===== src/rtl/decode_branch_stage_if.sv =====
// rtl/decode_branch_stage_if.sv - fetch/forwarding inputs and decode outputs of the IF/ID branch stage
interface decode_branch_stage_if #(
  parameter int CNT_W = 16
);
  // Fetch side
  logic [31:0]      instrF;
  logic [31:0]      pcPlus4F;
  // Hazard unit and forwarding
  logic             stallD;
  logic [31:0]      rd1D;
  logic [31:0]      rd2D;
  logic [31:0]      aluOutM;
  logic             forwardAD;
  logic             forwardBD;
  // Decode outputs
  logic [31:0]      instrD;
  logic [31:0]      pcPlus4D;
  logic             validD;
  logic [4:0]       rsD;
  logic [4:0]       rtD;
  logic [4:0]       rdD;
  logic             branchD;
  logic [31:0]      PCbranchD;
  logic             PCSrcD;
  logic [CNT_W-1:0] bubbleCount;

  // Pipeline neighbours: drive fetch/forwarding, observe decode
  modport master (
    output instrF, pcPlus4F, stallD, rd1D, rd2D, aluOutM, forwardAD, forwardBD,
    input  instrD, pcPlus4D, validD, rsD, rtD, rdD, branchD, PCbranchD, PCSrcD,
           bubbleCount
  );

  // The decode stage itself
  modport slave (
    input  instrF, pcPlus4F, stallD, rd1D, rd2D, aluOutM, forwardAD, forwardBD,
    output instrD, pcPlus4D, validD, rsD, rtD, rdD, branchD, PCbranchD, PCSrcD,
           bubbleCount
  );
endinterface


===== src/rtl/decode_branch_stage.sv =====
// rtl/decode_branch_stage.sv - IF/ID register with decode-stage beq resolution (bne when DECODE_BNE_EN is defined)
module decode_branch_stage #(
  parameter logic [31:0] NOP_WORD = 32'h0000_0000,
  parameter int          CNT_W    = 16
) (
  input logic                  clk,
  input logic                  rst,
  decode_branch_stage_if.slave dif
);

  localparam logic [5:0] OP_BEQ = 6'b000100;
  localparam logic [5:0] OP_BNE = 6'b000101;

  logic [31:0]      instr_q;
  logic [31:0]      pc_plus4_q;
  logic             valid_q;
  logic [CNT_W-1:0] bubble_q;

  logic [31:0]      src_a;
  logic [31:0]      src_b;
  logic             eq;
  logic [5:0]       opcode;
  logic             is_beq;
  logic             is_bne;
  logic             take;
  logic [31:0]      br_offset;

  // Same-cycle operand selection, comparison and branch decision from the registered instruction
  always_comb begin
    src_a     = dif.forwardAD ? dif.aluOutM : dif.rd1D;
    src_b     = dif.forwardBD ? dif.aluOutM : dif.rd2D;
    eq        = (src_a == src_b);
    opcode    = instr_q[31:26];
    is_beq    = valid_q && (opcode == OP_BEQ);
`ifdef DECODE_BNE_EN
    is_bne    = valid_q && (opcode == OP_BNE);
`else
    is_bne    = 1'b0;
`endif
    // Stall suppresses the redirect so a held branch never flushes twice or early
    take      = ((is_beq && eq) || (is_bne && !eq)) && !dif.stallD;
    br_offset = {{14{instr_q[15]}}, instr_q[15:0], 2'b00};
  end

  // IF/ID register: flush beats stall, stall beats capture
  always_ff @(posedge clk or posedge rst) begin
    if (rst) begin
      instr_q    <= NOP_WORD;
      pc_plus4_q <= 32'h0000_0000;
      valid_q    <= 1'b0;
    end else if (take) begin
      instr_q    <= NOP_WORD;
      pc_plus4_q <= dif.pcPlus4F;
      valid_q    <= 1'b0;
    end else if (!dif.stallD) begin
      instr_q    <= dif.instrF;
      pc_plus4_q <= dif.pcPlus4F;
      valid_q    <= 1'b1;
    end
  end

  // Saturating count of bubbles inserted by taken branches
  always_ff @(posedge clk or posedge rst) begin
    if (rst) begin
      bubble_q <= '0;
    end else if (take && (bubble_q != {CNT_W{1'b1}})) begin
      bubble_q <= bubble_q + CNT_W'(1);
    end
  end

  assign dif.instrD      = instr_q;
  assign dif.pcPlus4D    = pc_plus4_q;
  assign dif.validD      = valid_q;
  assign dif.rsD         = instr_q[25:21];
  assign dif.rtD         = instr_q[20:16];
  assign dif.rdD         = instr_q[15:11];
  assign dif.branchD     = is_beq || is_bne;
  assign dif.PCSrcD      = take;
  // Target is always driven; wrap-around past 2^32 is intentional
  assign dif.PCbranchD   = pc_plus4_q + br_offset;
  assign dif.bubbleCount = bubble_q;

endmodule


===== src/flat_wrapper.sv =====
// flat-port wrapper written by rule: the top's interface ports become plain ports
module decode_branch_stage_flat 
#(
  parameter logic [31:0] NOP_WORD = 32'h0000_0000,
  parameter int          CNT_W    = 16
)
  (clk, rst, dif_instrF, dif_pcPlus4F, dif_stallD, dif_rd1D, dif_rd2D, dif_aluOutM, dif_forwardAD, dif_forwardBD, dif_instrD, dif_pcPlus4D, dif_validD, dif_rsD, dif_rtD, dif_rdD, dif_branchD, dif_PCbranchD, dif_PCSrcD, dif_bubbleCount);
  decode_branch_stage_if #(.CNT_W(CNT_W)) dif_i ();
  input logic clk;
  input logic rst;
  input wire logic [$bits(dif_i.instrF)-1:0] dif_instrF;
  input wire logic [$bits(dif_i.pcPlus4F)-1:0] dif_pcPlus4F;
  input wire logic [$bits(dif_i.stallD)-1:0] dif_stallD;
  input wire logic [$bits(dif_i.rd1D)-1:0] dif_rd1D;
  input wire logic [$bits(dif_i.rd2D)-1:0] dif_rd2D;
  input wire logic [$bits(dif_i.aluOutM)-1:0] dif_aluOutM;
  input wire logic [$bits(dif_i.forwardAD)-1:0] dif_forwardAD;
  input wire logic [$bits(dif_i.forwardBD)-1:0] dif_forwardBD;
  output wire logic [$bits(dif_i.instrD)-1:0] dif_instrD;
  output wire logic [$bits(dif_i.pcPlus4D)-1:0] dif_pcPlus4D;
  output wire logic [$bits(dif_i.validD)-1:0] dif_validD;
  output wire logic [$bits(dif_i.rsD)-1:0] dif_rsD;
  output wire logic [$bits(dif_i.rtD)-1:0] dif_rtD;
  output wire logic [$bits(dif_i.rdD)-1:0] dif_rdD;
  output wire logic [$bits(dif_i.branchD)-1:0] dif_branchD;
  output wire logic [$bits(dif_i.PCbranchD)-1:0] dif_PCbranchD;
  output wire logic [$bits(dif_i.PCSrcD)-1:0] dif_PCSrcD;
  output wire logic [$bits(dif_i.bubbleCount)-1:0] dif_bubbleCount;
  assign dif_i.instrF = dif_instrF;
  assign dif_i.pcPlus4F = dif_pcPlus4F;
  assign dif_i.stallD = dif_stallD;
  assign dif_i.rd1D = dif_rd1D;
  assign dif_i.rd2D = dif_rd2D;
  assign dif_i.aluOutM = dif_aluOutM;
  assign dif_i.forwardAD = dif_forwardAD;
  assign dif_i.forwardBD = dif_forwardBD;
  assign dif_instrD = dif_i.instrD;
  assign dif_pcPlus4D = dif_i.pcPlus4D;
  assign dif_validD = dif_i.validD;
  assign dif_rsD = dif_i.rsD;
  assign dif_rtD = dif_i.rtD;
  assign dif_rdD = dif_i.rdD;
  assign dif_branchD = dif_i.branchD;
  assign dif_PCbranchD = dif_i.PCbranchD;
  assign dif_PCSrcD = dif_i.PCSrcD;
  assign dif_bubbleCount = dif_i.bubbleCount;
  decode_branch_stage #(.NOP_WORD(NOP_WORD), .CNT_W(CNT_W)) u_core (.clk(clk), .rst(rst), .dif(dif_i));
endmodule

===== config.mk =====
export PLATFORM = sky130hd
export DESIGN_NAME = decode_branch_stage_flat
export DESIGN_NICKNAME = d
export VERILOG_FILES = /design/src/rtl/decode_branch_stage_if.sv /design/src/rtl/decode_branch_stage.sv /design/src/flat_wrapper.sv
export SDC_FILE = /design/constraint.sdc
export NUM_CORES = 1
export LEC_CHECK = 0
export BUFFER_PORTS_ARGS = -buffer_cell sky130_fd_sc_hd__buf_4
export CAP_MARGIN = 10
export CORE_UTILIZATION = 48
export CTS_CLUSTER_SIZE = 30
export DETAILED_ROUTE_END_ITERATION = 7
export GPL_TIMING_DRIVEN = 0
export PLACE_DENSITY = 0.82
export SLEW_MARGIN = 25
export SYNTH_ARGS = -nofsm -noshare
export SYNTH_HDL_FRONTEND = slang
export SYNTH_SLANG_ARGS = --single-unit

===== constraint.sdc =====
create_clock -name clk -period 3.8 [get_ports clk]
set_input_delay 0.38 -clock clk [delete_from_list [all_inputs] [get_ports clk]]
set_output_delay 0.38 -clock clk [all_outputs]
set_load 0.05 [all_outputs]

# Word-level counts from Yosys, hierarchy flattened
# Index checks and enable logic that the tools add are counted.
# totals
ff_bits,81
latch_bits,0
mem_bits_rw,0
romBits,0
input_bits,165
output_inout_bits,130
word_cells,23
mem_count,0
# classes
n_addsub,2
multipliers,0
div,0
order_cmp,0
n_eq_ne,4
shift,0
muxes,8
bitwise,0
reduce_logical,5
# op_table
cell,count
$mux W32,6
$add A32 B32 Y32,1
$eq A32 B32 Y1,1
$add A16 B1 Y16 const B,1
$ne A16 B16 Y1 const B,1
$eq A6 B3 Y1 const B,1
$logic_and A1 B1 Y1,4
$mux W1,2
$ne A2 B1 Y1 const B,1
$logic_not A1 Y1,1

# Depth between registers and ports, before layout
# depth
depth_word,5
depth_mapped,12
ltp_nobuf,11

# Least setup slack after synthesis
# OpenSTA, ideal clock, no wires.
# synth_timing
kind,register -> output
start,register u_core.instr_q[0] (netlist: u_core.dif.instrD[0])
end,output port dif_PCbranchD[30]
arrival_ns,3.453
required_ns,3.420
path_slack_ns,-0.033
path_stages_with_launch,12
n_path_buf,0
cell_sequence,dfrtp_1 ha_1 inv_1 fa_1 nor2b_1 o21ai_0 o221ai_1 a21oi_1 a221oi_1 nor3_1 o31ai_1 xor2_1
# synth_between
elab_chain_cells,1
# synth_lines
element,line,source
start: declaration,decode_branch_stage.sv:14,logic [31:0] instr_q;
start signal: assignment,decode_branch_stage.sv:56,instr_q <= dif.instrF;
$add A32 B32 Y32,decode_branch_stage.sv:80,assign dif.PCbranchD = pc_plus4_q + br_offset;
end: declaration,flat_wrapper.sv:26,output wire logic [$bits(dif_i.PCbranchD)-1:0] dif_PCbranchD;
# Every way passes these cells.

# Final worst setup path
# layout_timing
start,register u_core.instr_q[0] (netlist: u_core.dif.instrD[0])
end,output port dif_PCbranchD[28]
# The elaborated chain is that of the path after synthesis.

==> impl_metrics.py <==
metrics = {
    "run_status": {
        "status": "finished, final reports clean",
    },
    "power_and_ir_drop": {
        "p_sw_share_pct": 44.6,
        "p_clk_share_pct": 23.6,
        "cellInternalPower_mw": 2.17,
        "ir_worst_vdd_uv": 249,
        "power_frac_seq_pct": 25.5,
        "p_leak_nw": 4.41,
        "p_per_area_nw_per_um2": 435,
        "power_frac_comb_pct": 50.9,
        "p_sw_mw": 1.74,
    },
    "logic_synthesis": {
        "synth.area.mux_share_pct": 8.65,
        "synth_top_cell_by_area": "dfrtp_1",
        "ys_seq_elements": 81,
        "synth_nets": 877,
        "synth_compound_area_share_pct": 15.1,
        "synthSimpleGateAreaFrac_pct": 17.1,
        "synthArstFlopShare_pct": 100,
        "yosysWarnings": 0,
        "synth_xor_area_share_pct": 14.7,
        "syn_area_per_cell_um2": 9.11,
        "netlist_area_um2": 6210,
        "ys_top_cells_by_area": "dfrtp_1 33%, xnor2_1 8.3%, xor2_1 6.3%",
        "seq_area_frac_synth_pct": 32.7,
        "yosysTopAreaCellShare_pct": 32.7,
        "synth_flop_cell": "dfrtp_1",
        "synth_edf_count": 0,
        "yosys.area_share.adder_pct": 6.37,
        "synthCells": 681,
        "synth_top_family_by_area": "simple AND/OR/NAND/NOR gates",
        "synth_cell_types": 57,
    },
    "critical_path": {
        "cp_top_family": "compound AO/OA/AOI/OAI gates",
        "cp_max_fo": 3,
        "worstRegToRegCells": 8,
        "worstPathCellList": "ha_1, inv_1, fa_1, nor2b_1, o21ai_1, o221ai_2, a21oi_1, a221oi_2, o2111ai_1, a32oi_1, xor2_1, buf_4",
        "critical_path_class": "reg -> out",
        "crit_cells": 12,
        "cp-start-kind": "register",
        "r2r_setup_slack_ns": 1.31,
        "rr_endpoint": "u_core.dif.bubbleCount[1]",
        "crit_buf_inv": 2,
        "crit_slowest_cell": "dfrtp_1",
        "cp.arrival_ns": 3.24,
        "cp-end-kind": "output pin",
        "r2r_start": "u_core.dif.instrD[29]",
        "worst_path_largest_cell_delay_ns": 0.40,
        "cp.required_ns": 3.42,
    },
    "global_route": {
        "grt_pass1_wl_mm": 30.8,
        "grt_use_total_pct": 30.3,
        "grt_overflow": 0,
        "antenna_found_initial": 1,
        "grt_max_degree": 55,
        "grt_pass1_vias": 6186,
    },
    "sta": {
        "drv_slew": 0,
        "hold_violations": 0,
        "worst_pin_slew_ns": 0.662,
        "fmax_mhz": 277,
        "fin_worst_skew_ns": 0.00684,
        "relSlewSlack_pct": 55.9,
        "fin_crit_ns": 3.62,
        "rsz0062_at_grt": "false",
        "setup-violations-final": 0,
        "final.setup.tns_ns": 0,
        "post-route-period-util_pct": 95.1,
    },
    "floorplan": {
        "core-area_um2": 12600,
        "die_area_um2": 13400,
        "start_util_pct": 49.2,
        "placementRows": 41,
        "ios": 295,
        "die_w_um": 116,
        "die_h_um": 116,
    },
    "cells_and_area": {
        "mostFrequentLayoutCells": "310 x buf_4, 80 x dfrtp_1, 59 x xnor2_1, 54 x nand2_1, 54 x o21ai_0",
        "layout-drive-gt1-share_pct": 38.4,
        "final_net_count": 1181,
        "fin_util_pct": 71.3,
        "fin_cells": 1163,
        "area_growth_pct": 44.9,
        "final_common_cell": "buf_4",
    },
    "routing": {
        "drtAntennaViolNets": 0,
        "drc_errors": 0,
        "wl_per_cell_um": 17.2,
        "drt-initial-drc-count": 440,
        "totalWireLength_mm": 20.1,
        "drt_first_pass_iters": 5,
        "vias": 6249,
        "via_per_inst": 5.37,
    },
    "worst_hold_path": {
        "hold_class": "in -> async",
    },
    "clock_network": {
        "cts_tree": "built",
        "clk_latency_ns": 0.35,
        "cts_hold_buf": 0,
        "cts.sink_count": 81,
        "cts-root-buf": "clkbuf_16",
        "cts_buffers": 9,
        "htreeDepth": 3,
        "cts_max_path_buffers": 2,
        "clk_pin_slew_ns": 0.07,
    },
    "placed_design": {
        "place.gp.congestion": 0.951,
        "io_buffers": 291,
        "dpl.hpwl_mm": 16.4,
        "dp.cells": 1145,
    },
    "flow_run": {
        "cap_violations": 0,
    },
}
[logic make-up (layout without fill, tap and decap cells)]
family,after synthesis,in the layout
and+or+nand+nor,200,200
AOI/OAI and AO/OA,150,150
xor gates and xnor gates,104,104
DFF,81,81
buffers and inverters,66,375
muxes,49,49
adders and majority gates,31,31
other,0,1
[metrics by stage]
stage               total power [mW]  area, um2  hold slack [ns]  setup WS (ns)
finish                          3.91       9000           0.0295          0.185
global route                    4.08       9000           0.0505         0.0226
CTS                             3.91       8970           0.0321         0.0736
detailed placement              2.98       8640            0.405          0.197
global placement                2.96       8610            0.494          0.226
floorplan                       2.33       6210            0.529         0.0142
[flip-flops by register name, summed over array words and instances, names as in the netlist]
| name | cells |
|---|---|
| u_core.dif.bubbleCount | 16 |
| u_core.dif.instrD | 32 |
| u_core.dif.pcPlus4D | 32 |
| u_core.dif.validD | 1 |
[what timing repair did]
| action | in CTS | in global routing |
|---|---|---|
| resized for setup | 3 | 5 |
| setup buffers | 0 | 1 |
| gates cloned | 0 | 0 |
| setup endpoints to repair | 4 | 5 |
| hold endpoints to repair | 0 | 0 |
| pin swaps | 0 | 3 |
[power groups by stage]
stage	clock network (mW)	registers, mW	logic (mW)
after floorplan	0	1.22	1.11
after global placement	0	1.01	1.95
after detailed placement	0	1.01	1.97
after CTS	0.934	0.998	1.98
after global routing	0.969	1.01	2.11
final	0.922	0.998	1.99
[synthesized netlist by cell type (6+ instances only)]
master and n:
nor3_1 10, nand4_1 14, mux2_2 33, nor2b_1 9, a21oi_1 29, clkbuf_1 16, inv_1 25, and2_1 6
nand3_1 17, nor2_1 19, xnor2_1 59, buf_4 18, nand2_1 54, xor2_1 45, a21o_1 15, and3_1 15
mux2i_1 15, a211oi_1 6, o21ai_0 56, ha_1 30, dfrtp_1 81, a31oi_1 7, nand2b_1 43
[per-layer routing]
metal | GRT usage [%] | vias to the layer above | part of all wire, %
li1 | - | 3011 | -
met1 | 34.6 | 2900 | 39
met2 | 51.4 | 270 | 49
met3 | 8.32 | 68 | 7.8
met4 | 16.8 | 0 | 5.0
met5 | 0 | - | 0
[final cells by class]
| class | count | area [um2] |
|---|---|---|
| Multi-Input combinational cell | 534 | 3880 |
| Timing Repair Buffer | 293 | 2220 |
| Clock buffer | 10 | 239 |
| Sequential cell | 81 | 2030 |
| Antenna cell | 1 | 2.50 |
| Tap cell | 172 | 215 |
| Buffer | 41 | 243 |
| Clock inverter | 6 | 72.6 |
| Inverter | 25 | 96.3 |
| Fill cell | 1056 | 3620 |
[worst max path at each step]
stage                     slack (ns)             startpoint                end
after global routing            0.02  u_core.dif.instrD[15]  dif_PCbranchD[31]
after detailed placement        0.20   u_core.dif.instrD[0]  dif_PCbranchD[30]
after global placement          0.23   u_core.dif.instrD[0]  dif_PCbranchD[30]
final                           0.18   u_core.dif.instrD[0]  dif_PCbranchD[28]
after floorplan                 0.01   u_core.dif.instrD[0]  dif_PCbranchD[28]
after CTS                       0.07  u_core.dif.instrD[15]  dif_PCbranchD[31]
No activity file was read; power rests on OpenSTA's default activity.
